`src/rtl/intr_ack_seq.sv`:
```
// CPU-side interrupt acknowledge sequencer: owns INTE (with the EI delay), runs the
// INTA read cycle at an instruction boundary and decodes the returned RST opcode.
module intr_ack_seq #(
    parameter int RD_WAIT = 1,
    parameter int TIMEOUT = 15
) (
    input  logic        clock,
    input  logic        reset,
    input  logic        cpu_intr,
    input  logic [7:0]  cpu_inst,
    output logic        cpu_inte,
    output logic        cpu_inta,
    output logic        cpu_rd,
    input  logic        instr_boundary,
    input  logic        ei_req,
    input  logic        di_req,
    output logic        ack_busy,
    output logic        vec_valid,
    output logic [15:0] vec_addr,
    output logic        vec_err
);

    localparam logic [7:0] RDW = 8'(RD_WAIT);
    localparam logic [7:0] TMO = 8'(TIMEOUT);

    typedef enum logic [1:0] {IDLE, ACK, REL} state_t;

    state_t      state_q, state_d;
    logic [7:0]  cnt_q, cnt_d;
    logic [7:0]  op_q, op_d;
    logic        to_q, to_d;
    logic        inte_q, inte_d;
    logic        eip_q, eip_d;
    logic        inta_q, inta_d;
    logic        vv_q, vv_d;
    logic        ve_q, ve_d;
    logic [15:0] addr_q, addr_d;
    logic        accept;
    logic        is_rst;

    // Acceptance looks at the pre-update INTE so an EI only takes effect one boundary later.
    assign accept = (state_q == IDLE) & instr_boundary & cpu_intr & inte_q;
    assign is_rst = (op_q[7:6] == 2'b11) && (op_q[2:0] == 3'b111);

    always_ff @(posedge clock or posedge reset) begin
        if (reset) begin
            state_q <= IDLE;
            cnt_q   <= '0;
            op_q    <= '0;
            to_q    <= 1'b0;
            inte_q  <= 1'b0;
            eip_q   <= 1'b0;
            inta_q  <= 1'b0;
            vv_q    <= 1'b0;
            ve_q    <= 1'b0;
            addr_q  <= '0;
        end else begin
            state_q <= state_d;
            cnt_q   <= cnt_d;
            op_q    <= op_d;
            to_q    <= to_d;
            inte_q  <= inte_d;
            eip_q   <= eip_d;
            inta_q  <= inta_d;
            vv_q    <= vv_d;
            ve_q    <= ve_d;
            addr_q  <= addr_d;
        end
    end

    always_comb begin
        state_d = state_q;
        cnt_d   = cnt_q;
        op_d    = op_q;
        to_d    = to_q;
        inte_d  = inte_q;
        eip_d   = eip_q;
        inta_d  = inta_q;
        vv_d    = 1'b0;
        ve_d    = 1'b0;
        addr_d  = addr_q;

        // INTE bookkeeping; later assignments take priority (DI over everything).
        if ((state_q == IDLE) && instr_boundary && eip_q) begin
            inte_d = 1'b1;
            eip_d  = 1'b0;
        end
        if (ei_req) eip_d = 1'b1;
        if (accept) begin
            inte_d = 1'b0;
            if (!ei_req) eip_d = 1'b0;
        end
        if (di_req) begin
            inte_d = 1'b0;
            eip_d  = 1'b0;
        end

        unique case (state_q)
            IDLE: begin
                if (accept) begin
                    state_d = ACK;
                    cnt_d   = '0;
                    inta_d  = 1'b1;
                    to_d    = 1'b0;
                end
            end
            ACK: begin
                cnt_d = (cnt_q == TMO) ? cnt_q : cnt_q + 8'd1;
                if ((cnt_q >= RDW) && (cpu_inst != 8'h00)) begin
                    op_d    = cpu_inst;
                    to_d    = 1'b0;
                    inta_d  = 1'b0;
                    state_d = REL;
                end else if (cnt_q == TMO) begin
                    to_d    = 1'b1;
                    inta_d  = 1'b0;
                    state_d = REL;
                end
            end
            REL: begin
                state_d = IDLE;
                if (!to_q && is_rst) begin
                    vv_d   = 1'b1;
                    addr_d = {10'b0, op_q[5:3], 3'b000};
                end else begin
                    ve_d   = 1'b1;
                    addr_d = '0;
                end
            end
            default: state_d = IDLE;
        endcase
    end

    assign cpu_inte  = inte_q;
    assign cpu_inta  = inta_q;
    assign cpu_rd    = inta_q;
    assign ack_busy  = (state_q != IDLE);
    assign vec_valid = vv_q;
    assign vec_err   = ve_q;
    assign vec_addr  = addr_q;

endmodule
```
`config.mk`:
```
export PLATFORM = sky130hd
export DESIGN_NAME = intr_ack_seq
export DESIGN_NICKNAME = d
export VERILOG_FILES = /design/src/rtl/intr_ack_seq.sv
export SDC_FILE = /design/constraint.sdc
export NUM_CORES = 1
export LEC_CHECK = 0
export ABC_CLOCK_PERIOD_IN_PS = 1900
export CAP_MARGIN = 15
export CELL_PAD_IN_SITES_DETAIL_PLACEMENT = 1
export CELL_PAD_IN_SITES_GLOBAL_PLACEMENT = 2
export CORE_ASPECT_RATIO = 1.4
export CORE_MARGIN = 3
export CORE_UTILIZATION = 23
export CTS_BUF_LIST = sky130_fd_sc_hd__clkbuf_4 sky130_fd_sc_hd__clkbuf_8 sky130_fd_sc_hd__clkbuf_16
export CTS_CLUSTER_SIZE = 24
export DETAILED_ROUTE_END_ITERATION = 7
export GPL_ROUTABILITY_DRIVEN = 0
export PLACE_DENSITY = 0.76
export SETUP_SLACK_MARGIN = 0.3
export SLEW_MARGIN = 20
export SYNTH_ARGS = -nofsm -noshare
export SYNTH_HDL_FRONTEND = slang
export SYNTH_SLANG_ARGS = --single-unit
```
`constraint.sdc`:
```
create_clock -name clock -period 1.9 [get_ports clock]
set_clock_uncertainty 0.2 [all_clocks]
set_input_delay 0.285 -clock clock [delete_from_list [all_inputs] [get_ports clock]]
set_output_delay 0.285 -clock clock [all_outputs]
set_load 0.1 [all_outputs]
```
==> results.toml <==
[outcome]
status = "finished with violations"
violations = "setup timing"

[logic_synthesis]
yosysWarnings = 0
synth_top_cells_by_area = "dfrtp_1 48%, buf_4 7.5%, mux2_2 6.4%"
synth_most_common_cell = "dfrtp_1"
ys_seq_elements = 27
yosys.area.top_type = "dfrtp_1"
synth_edf_count = 0
syn_avg_cell_area_um2 = 10.3
ys.flop_type = "dfrtp_1"
netlist_area_um2 = 1400
yosysUniqueCellTypes = 37
synth.top_cell.area_share_pct = 48.3
syn_inst = 136
async_flop_share_pct = 100
ys_seq_area_share_pct = 48.3
synthTopCellsByCount = "27 x dfrtp_1, 16 x nand2_1, 14 x buf_4, 9 x o21ai_0"

[clocking]
root_buffer = "clkbuf_8"
ctsHoldBuffers = 0
clock_latency_ps = 270
path_clk_slew_ps = 100
h-tree-depth = 1
cts_tree = "done"
cts_sinks = 27
cts-buffers-inserted = 3
clockBufferDepth = 2

[grt]
grt_max_degree = 28
grt_first_pass_wirelength_mm = 6.12
antenna_found_initial = 0
grt_pass1_vias = 1236
grt_util_all_layers_pct = 11.4
grt_overflow = 0

[run]
maxCapViolations = 0

[hold_path]
hold_path.class = "primary input to async pin"

[timing]
final_max_slew_viol_count = 0
slew_headroom_pct = 61.7
finalSetupViolCount = 10
setup_ws_ps = -153
period_share_pct = 108
period_needed_ps = 2050
finalHoldViolations = 0
worst_slew_pin_slew_ps = 570
grt_setup_unrepaired = "yes"
maxClockFrequency_mhz = 487
fin_tns_setup_ps = -1150

[routing]
drtPass1Iterations = 4
wl_per_cell_um = 15.1
drtIter0Drc = 36
vias = 1156
drt_wl_total_mm = 3.94
ant_nets = 0
drc = 0
vias_per_cell = 4.43

[die]
die_h_um = 98.2
die_x_um = 71.9
start_util_pct = 23.8
rows = 33
core_area_um2 = 5860
ioPinCount = 36
dieArea_um2 = 7060

[layout]
drive_gt1_share_pct = 39.3
area_delta_synth_final_pct = 55.0
antenna_cells = 0
nNetsFinal = 209
stdcell_area_um2 = 2170
stdcell_count = 261

[setup_path]
cpMaxStageDelayCell = "or4_4"
cp-start-kind = "flip-flop"
required_ps = 1860
path_cells = "or4_4 -> nor4_4 -> a211o_4 -> mux2_4"
critPathMaxStageDelay_ps = 560
crit_path_end_kind = "flip-flop"
critical_path.max_fanout = 8
arrival_ps = 2010
path_buf_inv = 0
path_class = "flip-flop to flip-flop"
crit_family = "simple AND/OR/NAND/NOR gates"

[placed_design]
place_area_um2 = 1930
preCtsSetupSlack_ps = -251
hpwl_mm = 2.82
io_buffers = 22
dp.cells = 247

[pwr]
power.leakage_nw = 1.01
powerDensity_nw_per_um2 = 956
vdd.ir_drop.worst_mv = 0.277
==> state kept, by name (all words and copies together) (netlist names) <==
register   cells
cnt_q          8
op_q           8
vec_addr       3
state_q        2
cpu_inta       1
cpu_inte       1
eip_q          1
to_q           1
vec_err        1
vec_valid      1
==> layout make-up <==
class	instances	area (um^2)
inverters	5	18.8
well taps	70	87.6
fillers	679	3700
clock buffers	4	48.8
flip-flops and latches	27	681
repair buffers	55	588
multi-input cells	100	742
==> report_power, final <==
part,switching (mW),internal (mW),total [mW]
Sequential,0.126,0.697,0.822
Combinational,0.524,0.380,0.904
Clock,0.180,0.165,0.345
==> cell usage in the layout (no fill, tap or decap), types with 3 or more instances in the layout <==
cell / netlist / layout
conb_1: 1 / 13
buf_6: 1 / 8
buf_12: 0 / 9
o21ai_1: 0 / 4
nand2b_1: 4 / 3
nand2_1: 16 / 14
nand3_1: 5 / 3
buf_4: 14 / 25
clkdlybuf4s50_1: 0 / 13
nor2_1: 4 / 4
and3_1: 3 / 3
dfrtp_1: 27 / 25
a21oi_2: 0 / 3
mux2_4: 0 / 8
a21oi_1: 8 / 5
o21ai_0: 9 / 4
inv_1: 5 / 5
clkbuf_8: 0 / 3
==> routing by layer <==
metal,vias up,share of wire (%),track usage [%]
met4,0,1.1,5.07
met2,24,57,21.2
li1,557,-,-
met1,573,37,12.4
met5,-,0,0
met3,2,4.2,1.85
==> kinds of logic after synthesis <==
family | share of synthesized area, %
muxes | 7.16
buffers and inverters | 9.94
xor gates and xnor gates | 1.25
and+or+nand+nor | 19.8
other | 0.268
AOI/OAI and AO/OA | 10.6
DFF | 48.3
adders and majority gates | 2.69
==> through the flow <==
| stage | utilization [%] | hold WS (ps) | total power, mW |
|---|---|---|---|
| 6_report | 36.9 | 174 | 2.07 |
| 5_1_grt | 36.9 | 197 | 2.18 |
| 4_1_cts | 35.0 | 179 | 2.05 |
| 3_5_place_dp | 32.9 | 294 | 1.67 |
| 3_3_place_gp | 32.9 | 292 | 1.64 |
| 2_1_floorplan | - | 138 | 1.38 |
==> worst reg2reg max path, cell delays in order, from the launching register on <==
cell and delay, ps:
dfrtp_1 390, or4_4 560, nor4_4 220, a211o_4 240, mux2_4 320
==> repair_timing <==
| action | in CTS | in global routing |
|---|---|---|
| pin swaps | 2 | 11 |
| setup buffers | 3 | 7 |
| endpoints found under the setup margin | 21 | 23 |
| resized for setup | 12 | 18 |
| cloned | 0 | 0 |
==> worst paths after layout <==
| path | slack (ps) | cells past startpoint | end | start |
|---|---|---|---|---|
| worst min register to register | 320 | 1 | op_q[6] | op_q[6] |
| worst max register to register | -150 | 4 | op_q[4] | cnt_q[7] |
| worst min-delay path | 170 | 3 | cnt_q[7] | reset |
| worst max-delay path | -150 | 4 | op_q[4] | cnt_q[7] |
| max in group asynchronous | 1020 | 3 | cpu_inte | reset |
| min in group clock | 320 | 1 | op_q[6] | op_q[6] |
No activity file was read; power rests on OpenSTA's default activity.
